**src/rtl/tcp_route_lookup_arb.sv**
```systemverilog
// tcp_route_lookup_arb: round-robin arbiter sharing the conn-table TX route lookup among N_REQ requesters,
// with in-order tagging and per-requester credit-controlled response FIFOs. Optional stats: TCP_ROUTE_ARB_STATS_EN.
module tcp_route_lookup_arb #(
    parameter int N_REQ      = 4,
    parameter int SID_BITS   = 10,
    parameter int ROUTE_BITS = 14,
    parameter int RSP_DEPTH  = 4
) (
    input  logic                        aclk,
    input  logic                        aresetn,
    input  logic [N_REQ-1:0]            s_req_valid,
    output logic [N_REQ-1:0]            s_req_ready,
    input  logic [N_REQ*SID_BITS-1:0]   s_req_sid,
    output logic [N_REQ-1:0]            m_rsp_valid,
    input  logic [N_REQ-1:0]            m_rsp_ready,
    output logic [N_REQ*SID_BITS-1:0]   m_rsp_sid,
    output logic [N_REQ*ROUTE_BITS-1:0] m_rsp_route_id,
    output logic [SID_BITS-1:0]         tx_sid,
    output logic                        tx_sid_valid,
    input  logic [ROUTE_BITS-1:0]       tx_route_id,
    input  logic                        tx_route_id_valid,
    output logic                        err_orphan
`ifdef TCP_ROUTE_ARB_STATS_EN
   ,output logic [N_REQ*32-1:0]         stat_grants,
    output logic [31:0]                 stat_stall
`endif
);
    localparam int RRW = N_REQ > 1 ? $clog2(N_REQ) : 1;
    localparam int PW  = $clog2(RSP_DEPTH);
    localparam int CW  = PW + 1;
    localparam int TD  = N_REQ * RSP_DEPTH;
    localparam int TW  = $clog2(TD);
    localparam logic [CW-1:0] DEPTH_C = CW'(RSP_DEPTH);

    logic [RRW-1:0]        rr, gnt_idx;
    logic                  gnt;
    logic [N_REQ-1:0]      elig, rsp_push, rsp_pop;
    logic [CW-1:0]         fcnt [N_REQ];
    logic [CW-1:0]         infl [N_REQ];
    logic [PW-1:0]         wp [N_REQ];
    logic [PW-1:0]         rp [N_REQ];
    logic [SID_BITS-1:0]   rsid [N_REQ][RSP_DEPTH];
    logic [ROUTE_BITS-1:0] rroute [N_REQ][RSP_DEPTH];
    logic [RRW-1:0]        tg [TD];
    logic [SID_BITS-1:0]   ts [TD];
    logic [TW-1:0]         twp, trp;
    logic [TW:0]           tcnt;
    logic                  ret;
    logic [RRW-1:0]        ret_g;
    logic [SID_BITS-1:0]   ret_sid, gnt_sid;
    int                    j;

    // Credit uses start-of-cycle counts only, so a same-cycle pop never frees a slot for this grant
    always_comb begin
        for (int i = 0; i < N_REQ; i++)
            elig[i] = s_req_valid[i] && (fcnt[i] + infl[i] < DEPTH_C);
    end

    // Reverse scan so the eligible index closest to rr is the last one written
    always_comb begin
        gnt = 1'b0;
        gnt_idx = '0;
        j = 0;
        for (int k = N_REQ - 1; k >= 0; k--) begin
            j = int'(rr) + k;
            j = j >= N_REQ ? j - N_REQ : j;
            if (elig[j]) begin
                gnt = 1'b1;
                gnt_idx = RRW'(j);
            end
        end
    end

    assign s_req_ready = gnt ? (N_REQ'(1) << gnt_idx) : '0;
    assign gnt_sid     = s_req_sid[gnt_idx*SID_BITS +: SID_BITS];
    assign ret         = tx_route_id_valid && tcnt != '0;
    assign ret_g       = tg[trp];
    assign ret_sid     = ts[trp];

    always_comb begin
        m_rsp_valid = '0;
        m_rsp_sid = '0;
        m_rsp_route_id = '0;
        rsp_push = '0;
        rsp_pop = '0;
        for (int i = 0; i < N_REQ; i++) begin
            m_rsp_valid[i] = fcnt[i] != '0;
            m_rsp_sid[i*SID_BITS +: SID_BITS] = m_rsp_valid[i] ? rsid[i][rp[i]] : '0;
            m_rsp_route_id[i*ROUTE_BITS +: ROUTE_BITS] = m_rsp_valid[i] ? rroute[i][rp[i]] : '0;
            rsp_push[i] = ret && ret_g == RRW'(i);
            rsp_pop[i] = m_rsp_valid[i] && m_rsp_ready[i];
        end
    end

    always_ff @(posedge aclk or negedge aresetn) begin
        if (!aresetn) begin
            rr <= '0;
            tx_sid <= '0;
            tx_sid_valid <= 1'b0;
            err_orphan <= 1'b0;
            twp <= '0;
            trp <= '0;
            tcnt <= '0;
            for (int i = 0; i < N_REQ; i++) begin
                fcnt[i] <= '0;
                infl[i] <= '0;
                wp[i] <= '0;
                rp[i] <= '0;
            end
        end else begin
            tx_sid_valid <= gnt;
            if (gnt) begin
                tx_sid <= gnt_sid;
                rr <= gnt_idx == RRW'(N_REQ - 1) ? '0 : gnt_idx + 1'b1;
                twp <= twp == TW'(TD - 1) ? '0 : twp + 1'b1;
            end
            if (ret)
                trp <= trp == TW'(TD - 1) ? '0 : trp + 1'b1;
            tcnt <= tcnt + (TW+1)'(gnt) - (TW+1)'(ret);
            err_orphan <= err_orphan | (tx_route_id_valid && tcnt == '0);
            for (int i = 0; i < N_REQ; i++) begin
                infl[i] <= infl[i] + CW'(gnt && gnt_idx == RRW'(i)) - CW'(rsp_push[i]);
                fcnt[i] <= fcnt[i] + CW'(rsp_push[i]) - CW'(rsp_pop[i]);
                wp[i] <= wp[i] + PW'(rsp_push[i]);
                rp[i] <= rp[i] + PW'(rsp_pop[i]);
            end
        end
    end

    always_ff @(posedge aclk) begin
        if (gnt) begin
            tg[twp] <= gnt_idx;
            ts[twp] <= gnt_sid;
        end
        for (int i = 0; i < N_REQ; i++) begin
            if (rsp_push[i]) begin
                rsid[i][wp[i]] <= ret_sid;
                rroute[i][wp[i]] <= tx_route_id;
            end
        end
    end

`ifdef TCP_ROUTE_ARB_STATS_EN
    always_ff @(posedge aclk or negedge aresetn) begin
        if (!aresetn) begin
            stat_grants <= '0;
            stat_stall <= '0;
        end else begin
            stat_stall <= stat_stall + 32'(|s_req_valid && !gnt);
            for (int i = 0; i < N_REQ; i++)
                if (gnt && gnt_idx == RRW'(i))
                    stat_grants[i*32 +: 32] <= stat_grants[i*32 +: 32] + 32'd1;
        end
    end
`endif
endmodule

```
**config.mk**
```make
export PLATFORM = sky130hd
export DESIGN_NAME = tcp_route_lookup_arb
export DESIGN_NICKNAME = d
export VERILOG_FILES = /design/src/rtl/tcp_route_lookup_arb.sv
export SDC_FILE = /design/constraint.sdc
export NUM_CORES = 1
export LEC_CHECK = 0
export CAP_MARGIN = 30
export CORE_MARGIN = 8
export CORE_UTILIZATION = 40
export DETAILED_ROUTE_END_ITERATION = 10
export SKIP_LAST_GASP = 1
export SYNTH_ARGS = -nofsm -noshare
export SYNTH_HDL_FRONTEND = slang
export SYNTH_SLANG_ARGS = --single-unit
```
**constraint.sdc**
```tcl
create_clock -name aclk -period 9.57 [get_ports aclk]
set_input_delay 2.3925 -clock aclk [delete_from_list [all_inputs] [get_ports aclk]]
set_output_delay 2.3925 -clock aclk [all_outputs]
set_load 0.005 [all_outputs]
```
==> impl_metrics.tcl, run 1 <==
set metrics [dict create \
    status "finished, final reports clean" \
    critPathKind "in -> out" \
    clock-root-buffer "clkbuf_16" \
    yosysMostFrequentCell "edfxtp_1" \
    synthTopCellsByCount "576 x edfxtp_1, 154 x mux4_2, 101 x nor2b_1, 67 x dfrtp_1, 49 x inv_1" \
    fmaxAchievable_mhz 135 \
    final-seq-area_um2 19000 \
    io_buffer_count 180 \
    areaGrowthSynthToFinish_pct 20.9 \
    crit_chain "clkdlybuf4s50_1 > a32oi_1 > o32ai_2 > nor2_2 > inv_2 > ha_1 > nand2_1 > inv_1 > clkdlybuf4s50_1" \
    grt_setup_unrepaired "false" \
    routabilityCongestion 0.719 \
    use_met1_pct 20.5 \
    drive_gt1_share_pct 23.8 \
    drt_iter0_markers 889 \
    start_util_pct 40.2 \
    hold_viol 0 \
    clk_latency_ns 0.61 \
    yosysSeqAreaShare_pct 73.6 \
    yosysWarningCount 0 \
    ant_nets 0 \
    yosysTopAreaCellShare_pct 67.1 \
    synth_xor_area_share_pct 1.38 \
    core-area_um2 64100 \
    use_met3_pct 3.28 \
    fillCellCount 5248 \
    ys_seq_elements 643 \
    hpwlAfterDp_um 36500 \
    clock_path_buffers 3 \
    drcViolationCount 0 \
    finClkSkew_ns 0.0256 \
    crit_top_cell "clkdlybuf4s50_1" \
    core.rowCount 93 \
    async_reset_ff_share_pct 10.4 \
    fin_crit_ns 7.40 \
    synth_edf_count 576 \
    synth_flop_cell "edfxtp_1" \
    synth_adder_area_share_pct 2.78 \
    setup.worst_path.end_class "output pin" \
    h-tree-depth 3 \
    path_clk_slew_ns 0.06 \
    synthCells 1282 \
    multi_input_area_um2 6470 \
    cp_slowest_cell "o32ai_2" \
    path_max_fanout 12 \
    cts_tree "yes" \
    grt_pass1_vias 13646 \
    syn-num-nets 1399 \
    period_share_pct 77.3 \
    muxShareOfSynthArea_pct 14.1 \
    r2r-start "fcnt[10]" \
    finalSetupViolCount 0 \
    grt_usage_pct 16.1 \
    crit_arrival_ns 5.01 \
    ff2ff_path_depth 16 \
    min-delay-start "infl[2]" \
    min_to "infl[2]" \
    hold_buffers 0 \
    r2r_slack_ns 5.52 \
    yosys-top-cells-area "edfxtp_1 67%, mux4_2 13%, dfrtp_1 6.5%, nor2b_1 2.4%, ha_1 2.1%" \
    tightest_slew_ns 1.01 \
    vias 12637 \
    die_area_um2 72900 \
    num_io_pins 181 \
    cts_buffers 69 \
    grt_pass1_wl_um 88500 \
    final_util_pct 48.6 \
    p_leak_nw 10.5 \
    gr-total-overflow 0 \
    pre_cts_ws_ns 2.13 \
    crit_required_ns 7.18 \
    layout_setup_ws_ns 2.17 \
    design_area_um2 31200 \
    finalSetupTns_ns 0 \
    routedWlPerCell_um 24.3 \
    grt_antenna_before_repair 0 \
    synth_top_family_by_area "multiplexers" \
    avgSynthCellArea_um2 20.1 \
    rr_endpoint "infl[8]" \
    dieWidth_um 270 \
    dieHeight_um 270 \
    place_area_um2 29000 \
    synth_simple_gate_area_share_pct 4.40 \
    syn_area_um2 25800 \
    slowest_delay_ns 0.68 \
    drv_cap 0 \
    power_density_nw_per_um2 405 \
    hold_path_class "reg -> reg" \
    grt_max_degree 68 \
    grt_busiest_layer "met2" \
    viasPerCell 5.19 \
    use_met2_pct 28.2 \
    hold_depth 1 \
    wirelength_um 59100 \
    cts_setup_buffers 0 \
    cts_sinks 643 \
    synth_compound_area_share_pct 1.95 \
    synth_area_leader_cell "edfxtp_1" \
    firstDrtPassIters 5 \
    relSlewSlack_pct 32.8 \
    ir_drop_mv 0.236 \
    cp-start-kind "input port" \
    num-nets-final 1646 \
    whs_ns 0.488 \
    maxSlewViolCount 0 \
    num_antenna_cells 0 \
    cts_resized 0 \
    ys_types 44 \
]
cell type report:
cell class              instances  share of cell area [%]
clock inverters                39                    1.03
flip-flops and latches        643                    60.9
well taps                     855                    3.43
repair buffers                234                    7.52
clock buffers                  84                    5.75
inverters                      54                   0.650
multi-input cells             527                    20.8
stage by stage:
step / std cells / power (mW)
detailed placement: 2307 / 10.3
CTS: 2430 / 12.8
global placement: 2294 / 9.97
global route: 2436 / 13.4
finish: 2436 / 12.6
floorplan: 1282 / 7.94
flip-flops by register name (all words and copies together) (netlist names), 10 cells and up:
name and cells:
rroute 224, rsid 160, ts 160, tg 32, fcnt 12, infl 12
tx_sid 10
logic make-up after synthesis:
kind of cell	Yosys count
flops	643
simple gates	209
mux	170
buf+inv	112
compound gates	57
fa+ha+maj	52
xor+xnor	39
where the power goes:
part / switching [mW] / internal [mW] / total [mW]
Combinational: 2.88 / 2.35 / 5.22
Clock: 1.08 / 1.43 / 2.51
Sequential: 0.353 / 4.54 / 4.89
Total: 4.31 / 8.31 / 12.6
layout by cell type (no fill, tap or decap), drive strengths merged, types with 6 or more instances in the layout:
cell type,Yosys,routed
xor2,9,9
ha,43,43
fa,9,9
inv,54,59
dfrtp,67,67
a31oi,6,6
clkinv,0,29
nor2b,101,101
nor3,13,13
edfxtp,576,576
nand2,30,30
mux4,154,154
buf,28,55
nor2,38,38
mux2i,11,11
xnor2,30,30
a211oi,20,20
clkbuf,30,84
nor3b,8,8
clkdlybuf4s50,0,179
a21oi,13,13
routing by layer:
metal,vias to the layer above,part of all wire [%]
li1,5551,-
met4,0,1.8
met2,346,52
met5,-,0
met1,6669,42
met3,71,4.7
worst max-delay path by stage:
stage                     slack, ns        endpoint  cells after the start           start
after floorplan                3.55  s_req_ready[1]                      8  s_req_valid[1]
after global placement         2.21  s_req_ready[0]                      9  s_req_valid[0]
after detailed placement       2.13  s_req_ready[1]                      9  s_req_valid[0]
after CTS                      2.11  s_req_ready[1]                      9  s_req_valid[0]
after global routing           1.88  s_req_ready[1]                      9  s_req_valid[0]
final                          2.17  s_req_ready[0]                      9  s_req_valid[0]
worst max-delay path, delay by kind of cell:
kind / cells / cell delay, ns
simple gates: 2 / 0.16
fa+ha+maj: 1 / 0.21
buf+inv: 4 / 1.42
compound gates: 2 / 0.82
Note: power is estimated with default switching activity, not from simulation.
==> inputs of run 2 (changes only) <==
==> constraint.sdc (replaced) <==
create_clock -name aclk -period 6.2 [get_ports aclk]
set_input_delay 1.55 -clock aclk [delete_from_list [all_inputs] [get_ports aclk]]
set_output_delay 1.55 -clock aclk [all_outputs]
set_load 0.005 [all_outputs]
==> impl_metrics.tcl, run 2 (synthesized netlist as in run 1, its figures left out) <==
set metrics [dict create \
    p_seq_share_pct 38.3 \
    status "finished, final reports clean" \
    critPathKind "in -> out" \
    mostFrequentLayoutCells "576 x edfxtp_1, 179 x clkdlybuf4s50_1, 154 x mux4_2" \
    wirelength_um 58800 \
    maxSlewViolCount 0 \
    combPwrFrac_pct 40.8 \
    hold_viol 0 \
    intPower_mw 13.1 \
    crit_chain "clkdlybuf4s50_1 > a32oi_1 > o32ai_2 > buf_4 > nor2_2 > buf_4 > ha_1 > nand2_1 > inv_1 > clkdlybuf4s50_1" \
    setup.worst_path.end_class "output pin" \
    finalSetupViolCount 0 \
    fin_crit_ns 5.53 \
    cts_resized 0 \
    r2r-start "fcnt[7]" \
    clkPwrFrac_pct 20.8 \
    switching_share_pct 33.7 \
    drive_gt1_share_pct 23.7 \
    die_area_um2 72900 \
    routedWlPerCell_um 24.0 \
    finalSetupTns_ns 0 \
    crit_path_start "s_req_valid[0]" \
    hpwlAfterDp_um 36000 \
    viasPerCell 5.20 \
    cts_tree "yes" \
    firstDrtPassIters 5 \
    clk_latency_ns 0.61 \
    grt_max_degree 68 \
    grt_pass1_wl_um 89200 \
    rr_endpoint "infl[8]" \
    clock-root-buffer "clkbuf_16" \
    crit_end "s_req_ready[2]" \
    core-area_um2 64100 \
    final_common_cell "edfxtp_1" \
    cts_buffers 69 \
    io_buffer_count 180 \
    p_sw_mw 6.67 \
    cts_sinks 643 \
    drcViolationCount 0 \
    core.rowCount 93 \
    fillCellCount 5231 \
    h-tree-depth 3 \
    slowest_delay_ns 0.50 \
    drt_iter0_markers 796 \
    path_clk_slew_ns 0.05 \
    grt_pass1_vias 13925 \
    cts_setup_buffers 0 \
    ff2ff_path_depth 16 \
    ant_nets 0 \
    dieWidth_um 270 \
    num_io_pins 181 \
    drv_cap 0 \
    tightest_slew_ns 1.04 \
    grt_setup_unrepaired "false" \
    cp-start-kind "input port" \
    routabilityCongestion 0.760 \
    num-nets-final 1653 \
    cp_slowest_cell "clkdlybuf4s50_1" \
    path_max_fanout 28 \
    largest_reg_flops 224 \
    ir_drop_mv 0.333 \
    clock_path_buffers 3 \
    grt_antenna_before_repair 0 \
    num_antenna_cells 0 \
    crit_arrival_ns 3.98 \
    finClkSkew_ns 0.0210 \
    p_leak_nw 10.6 \
    vias 12734 \
    gr-total-overflow 0 \
    areaGrowthSynthToFinish_pct 21.5 \
    hold_buffers 0 \
    relSlewSlack_pct 30.3 \
    power_density_nw_per_um2 630 \
    period_share_pct 89.2 \
    hold_path_class "reg -> reg" \
    crit_required_ns 4.65 \
    start_util_pct 40.2 \
    final_util_pct 48.9 \
    fmaxAchievable_mhz 181 \
    r2r_slack_ns 2.33 \
    dieHeight_um 270 \
    grt_usage_pct 16.1 \
]
==> run 2: changes by cell type in the layout (fill, tap and decap cells not counted), sizes merged <==
| cell | change |
|---|---|
| bufinv | +4 |
| clkinvlp | -1 |
| clkinv | -4 |
| clkbuf | +6 |
| buf | +7 |
==> run 2: layout make-up <==
type	count	area (µm²)	share of cell area [%]
inverters	54	203	0.647
clock inverters	38	382	1.22
repair buffers	241	2370	7.56
well taps	855	1070	3.41
clock buffers	90	1890	6.03
flip-flops and latches	643	19000	60.5
multi-input cells	527	6450	20.6
==> run 2: stage by stage <==
| step | setup WS, ns | std cells | instance area (µm²) | hold WS, ns | power, mW |
|---|---|---|---|---|---|
| 2_1_floorplan | 1.75 | 1282 | 25800 | 0.451 | 12.3 |
| 6_report | 0.669 | 2448 | 31300 | 0.469 | 19.8 |
| 4_1_cts | 0.661 | 2445 | 31300 | 0.470 | 20.1 |
| 3_3_place_gp | 0.766 | 2304 | 28800 | 0.458 | 15.5 |
| 3_5_place_dp | 0.667 | 2317 | 29000 | 0.459 | 15.9 |
| 5_1_grt | 0.531 | 2448 | 31300 | 0.488 | 20.9 |
==> run 2: worst min path at each step <==
| stage | from | end | slack, ns | cells past startpoint |
|---|---|---|---|---|
| 4_1_cts | rp[1] | rp[1] | 0.47 | 1 |
| 5_1_grt | rp[1] | rp[1] | 0.49 | 1 |
| 3_3_place_gp | rp[5] | rp[5] | 0.46 | 1 |
| 3_5_place_dp | rp[1] | rp[1] | 0.46 | 1 |
| 2_1_floorplan | err_orphan | err_orphan | 0.45 | 1 |
| 6_report | rp[1] | rp[1] | 0.47 | 1 |
==> run 2: power by group through the flow <==
stage	registers, mW	logic (mW)	clock network [mW]
6_report	7.58	8.07	4.12
5_1_grt	7.69	8.84	4.38
4_1_cts	7.60	8.27	4.22
3_5_place_dp	7.68	8.24	0
3_3_place_gp	7.77	7.72	0
2_1_floorplan	7.36	4.90	0
==> run 2: worst max-delay path: cells and delay by family <==
kind / cells / cell delay, ns
buffers and inverters: 5 / 1.61
AOI/OAI and AO/OA: 2 / 0.40
adders and majority gates: 1 / 0.22
and+or+nand+nor: 2 / 0.20
==> run 2: layer usage <==
metal	share of wire (%)	global-route usage (%)
met5	0	0
met4	1.7	4.02
met3	4.4	2.89
met2	52	28.1
met1	42	20.8
